--- src/rtl/time_set_ctrl.sv ---
// Alarm-clock time-set front end: debounces the mode/inc/dec buttons and runs the
// hour/minute edit machine that feeds the time keeper (load) and the display (disp/blank).
module time_set_ctrl #(
    parameter int DEBOUNCE_CYCLES = 1_000_000,
    parameter int BLINK_CYCLES    = 25_000_000
) (
    input  logic       clk,
    input  logic       rst_n,
    input  logic       btn_mode,
    input  logic       btn_inc,
    input  logic       btn_dec,
    input  logic [4:0] cur_hour,
    input  logic [5:0] cur_min,
    output logic [4:0] set_hour,
    output logic [5:0] set_min,
    output logic       load,
    output logic       editing,
    output logic [4:0] disp_hour,
    output logic [5:0] disp_min,
    output logic [3:0] blank_mask
);

    localparam int DW = $clog2(DEBOUNCE_CYCLES + 1);
    localparam int BW = $clog2(BLINK_CYCLES + 1);
    localparam logic [DW-1:0] DB_LAST = DW'(DEBOUNCE_CYCLES - 1);
    localparam logic [BW-1:0] BL_LAST = BW'(BLINK_CYCLES - 1);

    typedef enum logic [1:0] {
        IDLE   = 2'd0,
        EDIT_H = 2'd1,
        EDIT_M = 2'd2,
        COMMIT = 2'd3
    } state_e;

    // Button bit order everywhere: [0]=mode, [1]=inc, [2]=dec.
    logic [2:0]    btnRaw;
    logic [2:0]    sync1_q;
    logic [2:0]    sync2_q;
    logic [2:0]    stable_q;
    logic [2:0]    stablePrev_q;
    logic [DW-1:0] dbCnt_q [3];
    logic [2:0]    press;
    logic          modeEv;
    logic          incEv;
    logic          decEv;

    state_e        state_q, state_d;
    logic [4:0]    editH_q, editH_d;
    logic [5:0]    editM_q, editM_d;
    logic [4:0]    setHour_q, setHour_d;
    logic [5:0]    setMin_q, setMin_d;
    logic [BW-1:0] blinkCnt_q;
    logic          phase_q;
    logic          blinkClr;
    logic [4:0]    hourInc, hourDec;
    logic [5:0]    minInc, minDec;

    assign btnRaw = {btn_dec, btn_inc, btn_mode};

    // The stable level only moves after DEBOUNCE_CYCLES straight cycles of disagreement.
    always_ff @(posedge clk or negedge rst_n) begin
        if (!rst_n) begin
            sync1_q      <= '0;
            sync2_q      <= '0;
            stable_q     <= '0;
            stablePrev_q <= '0;
            for (int i = 0; i < 3; i++) begin
                dbCnt_q[i] <= '0;
            end
        end else begin
            sync1_q      <= btnRaw;
            sync2_q      <= sync1_q;
            stablePrev_q <= stable_q;
            for (int i = 0; i < 3; i++) begin
                if (sync2_q[i] == stable_q[i]) begin
                    dbCnt_q[i] <= '0;
                end else if (dbCnt_q[i] == DB_LAST) begin
                    dbCnt_q[i]  <= '0;
                    stable_q[i] <= sync2_q[i];
                end else begin
                    dbCnt_q[i] <= dbCnt_q[i] + 1'b1;
                end
            end
        end
    end

    assign press  = stable_q & ~stablePrev_q;
    assign modeEv = press[0];
    assign incEv  = press[1] & ~press[2];
    assign decEv  = press[2] & ~press[1];

    assign hourInc = (editH_q >= 5'd23) ? 5'd0 : editH_q + 5'd1;
    assign hourDec = (editH_q == 5'd0 || editH_q > 5'd23) ? 5'd23 : editH_q - 5'd1;
    assign minInc  = (editM_q >= 6'd59) ? 6'd0 : editM_q + 6'd1;
    assign minDec  = (editM_q == 6'd0 || editM_q > 6'd59) ? 6'd59 : editM_q - 6'd1;

    always_ff @(posedge clk or negedge rst_n) begin
        if (!rst_n) begin
            state_q   <= IDLE;
            editH_q   <= '0;
            editM_q   <= '0;
            setHour_q <= '0;
            setMin_q  <= '0;
        end else begin
            state_q   <= state_d;
            editH_q   <= editH_d;
            editM_q   <= editM_d;
            setHour_q <= setHour_d;
            setMin_q  <= setMin_d;
        end
    end

    // Mode wins over inc/dec in the same cycle; blinkClr restarts the blink on any visible change.
    always_comb begin
        state_d   = state_q;
        editH_d   = editH_q;
        editM_d   = editM_q;
        setHour_d = setHour_q;
        setMin_d  = setMin_q;
        blinkClr  = 1'b0;
        case (state_q)
            IDLE: begin
                if (modeEv) begin
                    editH_d  = cur_hour;
                    editM_d  = cur_min;
                    state_d  = EDIT_H;
                    blinkClr = 1'b1;
                end
            end
            EDIT_H: begin
                if (modeEv) begin
                    state_d  = EDIT_M;
                    blinkClr = 1'b1;
                end else if (incEv) begin
                    editH_d  = hourInc;
                    blinkClr = 1'b1;
                end else if (decEv) begin
                    editH_d  = hourDec;
                    blinkClr = 1'b1;
                end
            end
            EDIT_M: begin
                if (modeEv) begin
                    state_d   = COMMIT;
                    setHour_d = editH_q;
                    setMin_d  = editM_q;
                end else if (incEv) begin
                    editM_d  = minInc;
                    blinkClr = 1'b1;
                end else if (decEv) begin
                    editM_d  = minDec;
                    blinkClr = 1'b1;
                end
            end
            COMMIT: begin
                state_d = IDLE;
            end
            default: begin
                state_d = IDLE;
            end
        endcase
    end

    assign editing = (state_q == EDIT_H) || (state_q == EDIT_M);

    always_ff @(posedge clk or negedge rst_n) begin
        if (!rst_n) begin
            blinkCnt_q <= '0;
            phase_q    <= 1'b0;
        end else if (!editing || blinkClr) begin
            blinkCnt_q <= '0;
            phase_q    <= 1'b0;
        end else if (blinkCnt_q == BL_LAST) begin
            blinkCnt_q <= '0;
            phase_q    <= ~phase_q;
        end else begin
            blinkCnt_q <= blinkCnt_q + 1'b1;
        end
    end

    assign load      = (state_q == COMMIT);
    assign set_hour  = setHour_q;
    assign set_min   = setMin_q;
    assign disp_hour = editing ? editH_q : cur_hour;
    assign disp_min  = editing ? editM_q : cur_min;

    always_comb begin
        blank_mask = 4'b0000;
        if (phase_q && state_q == EDIT_H) begin
            blank_mask = 4'b1100;
        end else if (phase_q && state_q == EDIT_M) begin
            blank_mask = 4'b0011;
        end
    end

endmodule
--- config.mk ---
export PLATFORM = sky130hd
export DESIGN_NAME = time_set_ctrl
export DESIGN_NICKNAME = d
export VERILOG_FILES = /design/src/rtl/time_set_ctrl.sv
export SDC_FILE = /design/constraint.sdc
export NUM_CORES = 1
export LEC_CHECK = 0
export CORE_UTILIZATION = 30
export DETAILED_ROUTE_END_ITERATION = 10
export HOLD_SLACK_MARGIN = 0.06
export PLACE_DENSITY = 0.56
export SYNTH_ARGS = -nofsm -noshare
export SYNTH_HDL_FRONTEND = slang
export SYNTH_SLANG_ARGS = --single-unit
--- constraint.sdc ---
create_clock -name clk -period 2.9 [get_ports clk]
set_clock_uncertainty 0.1 [all_clocks]
set_input_delay 0.725 -clock clk [delete_from_list [all_inputs] [get_ports clk]]
set_output_delay 0.725 -clock clk [all_outputs]
set_load 0.005 [all_outputs]
==> results by group, run 1 <==
Job
  • Max Cap Violations: 0

CTS
  • Reg clk slew, reported paths: 0.06 ns
  • Htree depth: 4
  • Max Buffers Root-to-Sink: 2
  • Total clock sinks: between 100 and 150
  • CTS tree: done
  • Hold buffer count at cts: 0
  • Skew-Pair Late Insertion Delay: 0.42 ns
  • CTS root buffer: clkbuf_16
  • Num CTS Buffers: 17

STA
  • RSZ-0062 raised after global routing: no
  • Relative slew slack: 0.241
  • Worst Max-Slew Pin Slew: 1.14 ns
  • Min Tclk post-route: approximately 2.8 ns
  • Slew Viols, Final: 0
  • Post-route clock period utilization: 0.971
  • Final hold vios: 0
  • Peak Freq: 355 MHz
  • Setup_tns: 0 ns
  • Final setup violation count: 0
  • Final Hold Slack: slightly above 0.2 ns

Pwr
  • Total power: 0.00406 W
  • Pwr per Cell Area: 496 mW/mm2
  • Max VDD drop: 0.316 mV
  • Pleak: 3.31 nW

Logic synthesis
  • Post-synth ARST share: 1.00
  • Net count of the mapped netlist: slightly above 700
  • Post-Synth Simple-Gate Area: 0.240
  • Synth Area in XOR/XNOR: 0.0697
  • Syn. warnings: 0
  • Sequential element share of the synthesized area: 0.458
  • Number of synthesized register bits: ~120
  • Adder-cell area share of the yosys netlist: 0.0282
  • Largest family of logic cells by synthesized area: simple AND/OR/NAND/NOR gates
  • Mapped Cells: between 600 and 700
  • Most common flop cell mapped by yosys: dfrtp_1
  • Mapped cell area: roughly 0.0067 mm2
  • Compound-gate portion of the synthesized area: 0.133
  • Synth unique cells: 70
  • Avg Cell Area, Syn: 9.79 um2
  • Post-synthesis mux area share: 0.0351
  • Number of synthesized flops with an enable pin: 0

Finish
  • Fraction of layout cells with a size suffix above 1: 0.129
  • Fin cells: around 1,000
  • ANT cells: 0
  • Post-layout net count: between 700 and 800
  • Layout area overhead: 22.9%

Floorplanning
  • CORE AREA: ~0.022 mm2
  • Die Area: ~0.023 mm2
  • Num ports: 44
  • Rows: 54
  • Starting Density: 0.305
  • Die H: roughly 150 um
  • Die width: about 150 um

Drt
  • Detailed-route via count: approximately 5,300
  • Routed WL per cell: 14.9 um
  • Starting DRT DRC Count: approximately 280
  • DRC errors left: 0
  • Vias/cell: 5.15
  • DRT Pass-1 Iters: 6
  • Total Wirelength: approximately 15 mm
  • Remaining antenna violation count: 0

Critical path
  • CP max FO: 3
  • Crit end category: primary output
  • CP peak stage delay: around 0.54 ns
  • Critical path class: reg2out
  • CP Launch Type: flop
  • Crit path required time: roughly 2.1 ns
  • Crit-path cells: inv_2 -> ha_1 -> inv_1 -> nor3b_2 -> clkdlybuf4s50_1
  • Crit path arrival time: about 2.0 ns
  • Reg2Reg Depth: 8
  • CP max-delay cell: clkdlybuf4s50_1

Global routing
  • Total gr overflow: 0
  • Vias in the first global route: slightly above 5,000
  • Antenna violations before repair: 0
  • Total track usage: 0.146
  • Largest net degree at the start of global routing: 40
  • First-pass GRT wire length: between 20 and 30 mm

Status
  • Status: complete, no violations

Placement
  • Placed cells: just under 1,000
  • IO Port Bufs: 43
  • Gpl congestion: between 0.7 and 0.8
  • Post-DP HPWL: 10.5 mm

Worst hold path
  • Min-delay worst type: in2async
==> metal layers <==
| metal | GRT usage | wire length (um) | vias up |
|---|---|---|---|
| met5 | 0 | 0 | - |
| met4 | 0.0555 | 242 | 0 |
| met3 | 0.0301 | 421 | 15 |
| met2 | 0.238 | 7230 | 71 |
| met1 | 0.191 | 7410 | 2573 |
| li1 | - | - | 2616 |
==> per-stage QoR <==
step	area [um2]	utilization	setup slack (ns)
after floorplan	6660	-	0.551
after global placement	7490	0.343	0.0891
after detailed placement	7490	0.343	0.102
after CTS	8150	0.374	0.00650
after global routing	8190	0.375	0.00470
final	8190	0.375	0.0834
==> placed cells by master (no fill, tap or decap), types with 7 or more instances in the layout <==
master | synthesis | routed
a211oi_1 | 16 | 16
xor2_1 | 27 | 27
a21oi_1 | 25 | 25
o31ai_1 | 14 | 14
nor2_1 | 60 | 60
nand2b_1 | 8 | 8
clkbuf_16 | 0 | 17
and3_1 | 7 | 7
buf_4 | 2 | 20
or3_1 | 20 | 20
ha_1 | 15 | 14
and4_1 | 9 | 9
nor3_1 | 25 | 25
o21ai_0 | 30 | 30
or4_1 | 12 | 12
inv_1 | 23 | 21
nor4_1 | 8 | 8
clkdlybuf4s50_1 | 0 | 30
xnor2_1 | 26 | 26
mux2_2 | 19 | 19
nand3_1 | 34 | 34
nand4_1 | 21 | 21
dfrtp_1 | 122 | 122
nand2_1 | 36 | 36
==> area by class of cell <==
class | count | area [um2]
sequential | 122 | 3050
multi-input combinational | 502 | 3410
clock buffer | 24 | 492
clock inverter | 7 | 114
timing repair buffer | 67 | 682
fill | 2159 | 13600
inverter | 23 | 86.3
tap | 280 | 350
==> path summary, 6_finish.rpt <==
check                      slack, ns                     end                    from
min reg2reg                     0.25    sync2_q[2]$_DFF_PN0_    sync1_q[2]$_DFF_PN0_
min in group clk                0.25    sync2_q[2]$_DFF_PN0_    sync1_q[2]$_DFF_PN0_
max in group asynchronous       1.80   dbCnt_q[24]$_DFF_PN0_                   rst_n
max                             0.08           blank_mask[0]  state_q[0]$_DFFE_PN0P_
max reg2reg                     0.43  editH_q[2]$_DFFE_PN0P_  state_q[0]$_DFFE_PN0P_
min                             0.20  editM_q[2]$_DFFE_PN0P_                   rst_n
==> timing repair <==
action	4_1_cts	5_1_grt
pin swaps	0	1
endpoints found under the setup margin	13	8
gates cloned	1	0
setup buffers	2	2
gates resized for setup	10	7
==> cell usage after synthesis (3+ instances only) <==
cell      instances  area (um2)
a211oi_1         16         120
a21o_1            3        22.5
a21oi_1          25         125
a22o_1            4        35.0
and2_1            6        37.5
and3_1            7        43.8
and4_1            9        78.8
clkbuf_1         27         101
dfrtp_1         122        3050
ha_1             15         188
inv_1            23        86.3
mux2_2           19         214
nand2_1          36         135
nand2b_1          8        50.1
nand3_1          34         170
nand3b_1          3        22.5
nand4_1          21         131
nand4b_1          3        26.3
nor2_1           60         225
nor3_1           25         125
nor3b_1           6        45.0
nor4_1            8        50.1
nor4b_1           6        52.6
o21ai_0          30         150
o221ai_1          5        43.8
o31ai_1          14         105
or2_2             3        18.8
or3_1            20         125
or4_1            12        90.1
or4_4             3        33.8
xnor2_1          26         228
xor2_1           27         236
==> flip-flops by register name, summed over array words and instances (netlist names) <==
name and count:
sync1_q 3, blinkCnt_q 25, sync2_q 3, stable_q 3, phase_q 1, set_min 6, editH_q 5, set_hour 5
stablePrev_q 3, state_q 2, dbCnt_q 60, editM_q 6
==> where the power goes <==
part | internal [W] | switching (W) | total (W) | leakage (nW)
sequential | 0.00172 | 0.0000226 | 0.00174 | 1.66
clock | 0.00143 | 0.000737 | 0.00217 | 0.300
combinational | 0.0000649 | 0.0000829 | 0.000148 | 1.35
total | 0.00322 | 0.000842 | 0.00406 | 3.31
==> kinds of logic after synthesis <==
| group | count (synthesis) |
|---|---|
| multiplexers | 21 |
| flip-flops | 122 |
| buffers and inverters | 57 |
| XOR/XNOR | 53 |
| AND/OR/NAND/NOR | 284 |
| AO/OA/AOI/OAI | 129 |
| adder cells (fa/ha/maj) | 15 |
==> critical path: cells and delay by family, from the launching register on <==
| family | cells | cell delay, ns |
|---|---|---|
| adder cells (fa/ha/maj) | 1 | 0.17 |
| buffers and inverters | 3 | 0.73 |
| flip-flops | 1 | 0.40 |
| AND/OR/NAND/NOR | 1 | 0.27 |
No activity file was read; power rests on OpenSTA's default activity.
==> run 2, diff against run 1 <==
--- a/config.mk
+++ b/config.mk
@@ -5,10 +5,10 @@
 export SDC_FILE = /design/constraint.sdc
 export NUM_CORES = 1
 export LEC_CHECK = 0
-export CORE_UTILIZATION = 30
+export CORE_UTILIZATION = 25
 export DETAILED_ROUTE_END_ITERATION = 10
 export HOLD_SLACK_MARGIN = 0.06
-export PLACE_DENSITY = 0.56
+export PLACE_DENSITY = 0.5
 export SYNTH_ARGS = -nofsm -noshare
 export SYNTH_HDL_FRONTEND = slang
 export SYNTH_SLANG_ARGS = --single-unit
==> run 2 against run 1 <==
Against the previous run:
- the flow now finishes with violations (DRC)
- register-to-register slack better by 0.10 ns
- combinational power about the same
- clock-buffer cell count down 3
- flip-flop and latch count unchanged
- critical path depth up 1
- first-iteration DRC count down 11%
- hold slack worse by 0.044 ns
- critical endpoint is now disp_min[3]
- core utilization down 6.0 points
- clock power down 8%
- fmax up 0.56%
- largest cell class unchanged
- power down 4.5%
==> results by group, run 2 (synthesized netlist as in run 1, its figures left out) <==
Status
  • Status: complete, but fails checks
  • Failing checks: DRC

STA
  • Final hold vios: 0 (unchanged)
  • Slew Viols, Final: 0 (unchanged)
  • Min Tclk post-route: 2.80 ns (-0.0158 ns)
  • RSZ-0062 raised after global routing: no
  • Peak Freq: 357 MHz (+0.56%)
  • Relative slew slack: 0.531 (+0.290)
  • Final setup violation count: 0 (unchanged)
  • Setup_tns: 0 ns (unchanged)
  • Post-route clock period utilization: 0.966 (-0.00543)
  • Worst Max-Slew Pin Slew: 0.701 ns (-0.437 ns)

Global routing
  • Antenna violations before repair: 0 (unchanged)
  • Largest net degree at the start of global routing: 47 (+18%)
  • Total gr overflow: 0 (unchanged)
  • First-pass GRT wire length: 26.9 mm (+2.4%)
  • Total track usage: 0.125 (-0.0214)
  • Vias in the first global route: 5,133 (-0.77%)

Finish
  • # fillers: 2,709 (+25%)
  • Max FFs per register: 60 (unchanged)
  • Post-layout net count: 769 (+0.65%)
  • Final Core Density: 0.315 (-0.0603)
  • Fraction of layout cells with a size suffix above 1: 0.140 (+0.0110)
  • Layout area overhead: 23.5%
  • Commonest cells after routing, fill and taps aside: dfrtp_1 (122), nor2_1 (60), nand2_1 (36), nand3_1 (34)
  • Most common cell after layout, fill and taps aside: dfrtp_1
  • Largest Register: dbCnt_q
  • Top flop regs: dbCnt_q x60, blinkCnt_q x25
  • ANT cells: 0 (unchanged)

Critical path
  • R2R Path End: editH_q[1]$_DFFE_PN0P_
  • Crit path required time: 2.08 ns (about the same)
  • Reg2Reg Depth: 5 (-3)
  • Crit-path cells: inv_2 -> ha_4 -> buf_8 -> buf_4 -> mux2_2 -> dlygate4sd2_1
  • Crit end category: primary output
  • CP max FO: 6 (+3)
  • CP Launch Type: flop
  • CP max-delay cell: dfrtp_1
  • Critical path class: reg2out
  • R2R setup slack: 0.53 ns (+0.10 ns)
  • Crit path arrival time: 1.98 ns (about the same)
  • CP peak stage delay: 0.37 ns (-0.17 ns)
  • Reg2reg start: stable_q[1]$_DFFE_PN0P_

Floorplanning
  • CORE AREA: 0.0261 mm2 (+20%)
  • Die Area: 0.0273 mm2 (+20%)
  • Starting Density: 0.255 (-0.0504)
  • Rows: 59 (+9.3%)
  • Die H: 165 um (+9.4%)
  • Die width: 165 um (+9.4%)
  • Num ports: 44 (unchanged)

Drt
  • DRC errors left: 10 (+10)
  • Vias/cell: 4.85 (-5.8%)
  • Detailed-route via count: 5,262 (-0.25%)
  • Total Wirelength: 16.0 mm (+4.8%)
  • DRT Pass-1 Iters: 8 (+2)
  • Starting DRT DRC Count: 249 (-11%)
  • Routed WL per cell: 14.8 um (-1.0%)
  • Remaining antenna violation count: 0 (unchanged)

Placement
  • Post-DP HPWL: 11.2 mm (+6.7%)
  • IO Port Bufs: 43 (unchanged)
  • Gpl congestion: 0.740 (-0.88%)

CTS
  • CTS root buffer: clkbuf_16
  • Num CTS Buffers: 17 (unchanged)
  • Total clock sinks: 122 (unchanged)
  • Skew-Pair Late Insertion Delay: 0.41 ns (about the same)
  • CTS tree: done
  • Reg clk slew, reported paths: 0.05 ns (about the same)
  • Htree depth: 4 (unchanged)
  • Hold buffer count at cts: 0 (unchanged)
  • Max Buffers Root-to-Sink: 2 (unchanged)

Pwr
  • Pleak: 3.32 nW (+0.26%)
  • Max VDD drop: 0.231 mV (-27%)
  • Pwr per Cell Area: 472 mW/mm2 (-5.0%)

Worst hold path
  • Min-delay worst type: in2async

Job
  • Max Cap Violations: 0 (unchanged)
==> run 2: cell count changes in the layout (fill, tap and decap cells not counted), sizes merged <==
cell / before / now
dlygate4sd2: 6 / 2
buf: 24 / 30
clkbuf: 24 / 21
dlymetal6s2s: 6 / 10
clkinv: 4 / 6
bufbuf: 1 / 0
clkinvlp: 0 / 4
bufinv: 3 / 1
==> run 2: per-stage QoR <==
| step | power, W | setup WS, ns | cell area (um2) | std cells | hold WS (ns) |
|---|---|---|---|---|---|
| 3_5_place_dp | 0.00193 | 0.193 | 7570 | 1048 | 0.244 |
| 6_report | 0.00388 | 0.0991 | 8230 | 1086 | 0.159 |
| 4_1_cts | 0.00395 | -0.00560 | 8180 | 1084 | 0.170 |
| 3_3_place_gp | 0.00193 | 0.216 | 7570 | 1048 | 0.238 |
| 5_1_grt | 0.00404 | 0.00498 | 8230 | 1086 | 0.186 |
| 2_1_floorplan | 0.00183 | 0.551 | 6660 | 681 | 0.231 |
==> run 2: cell type report <==
type / count / area [um2] / area share
clock buffers: 21 / 460 / 0.0560
clock inverters: 11 / 97.6 / 0.0119
inverters: 23 / 86.3 / 0.0105
multi-input cells: 502 / 3410 / 0.415
flip-flops and latches: 122 / 3050 / 0.371
well taps: 335 / 419 / 0.0509
repair buffers: 72 / 699 / 0.0850
==> run 2: layer usage <==
layer / up-vias / track usage / wire [um]
li1: 2636 / - / -
met1: 2528 / 0.163 / 7590
met2: 80 / 0.202 / 7670
met3: 18 / 0.0270 / 469
met4: 0 / 0.0471 / 316
met5: - / 0 / 0
==> run 2: repair_timing <==
item | CTS | global route
gates resized for setup | 9 | 14
pin swaps | 1 | 2
buffers inserted | 3 | 2
setup endpoints to repair | 12 | 11
cloned | 1 | 0
==> run 2: where the power goes <==
group / internal, W / total [W] / leakage [nW] / switching, W
registers: 0.00172 / 0.00174 / 1.66 / 0.0000236
logic: 0.0000655 / 0.000149 / 1.40 / 0.0000831
clock network: 0.00122 / 0.00199 / 0.265 / 0.000769
total: 0.00300 / 0.00388 / 3.32 / 0.000876
==> run 2: how the worst max path moves through the flow <==
stage	slack [ns]	cells after the start	startpoint	endpoint
detailed placement	0.19	3	cur_hour[4]	disp_hour[4]
global placement	0.22	3	cur_hour[4]	disp_hour[4]
floorplan	0.55	4	state_q[0]$_DFFE_PN0P_	disp_hour[0]
finish	0.1	6	state_q[0]$_DFFE_PN0P_	disp_min[3]
global route	0.005	5	state_q[1]$_DFFE_PN0P_	blank_mask[2]
CTS	-0.006	5	state_q[0]$_DFFE_PN0P_	disp_min[5]
==> run 2: worst max-delay path, delay by kind of cell, from the launching register on <==
kind | cells | cell delay [ns]
fa+ha+maj | 1 | 0.31
buf+inv | 4 | 0.57
flops | 1 | 0.37
mux | 1 | 0.32
==> run 3, diff against run 2 <==
--- a/config.mk
+++ b/config.mk
@@ -5,6 +5,7 @@
 export SDC_FILE = /design/constraint.sdc
 export NUM_CORES = 1
 export LEC_CHECK = 0
+export CAP_MARGIN = 20
 export CORE_UTILIZATION = 25
 export DETAILED_ROUTE_END_ITERATION = 10
 export HOLD_SLACK_MARGIN = 0.06
==> results of run 3 <==
The final DEF is identical to that of run 2; final timing and power are the same.
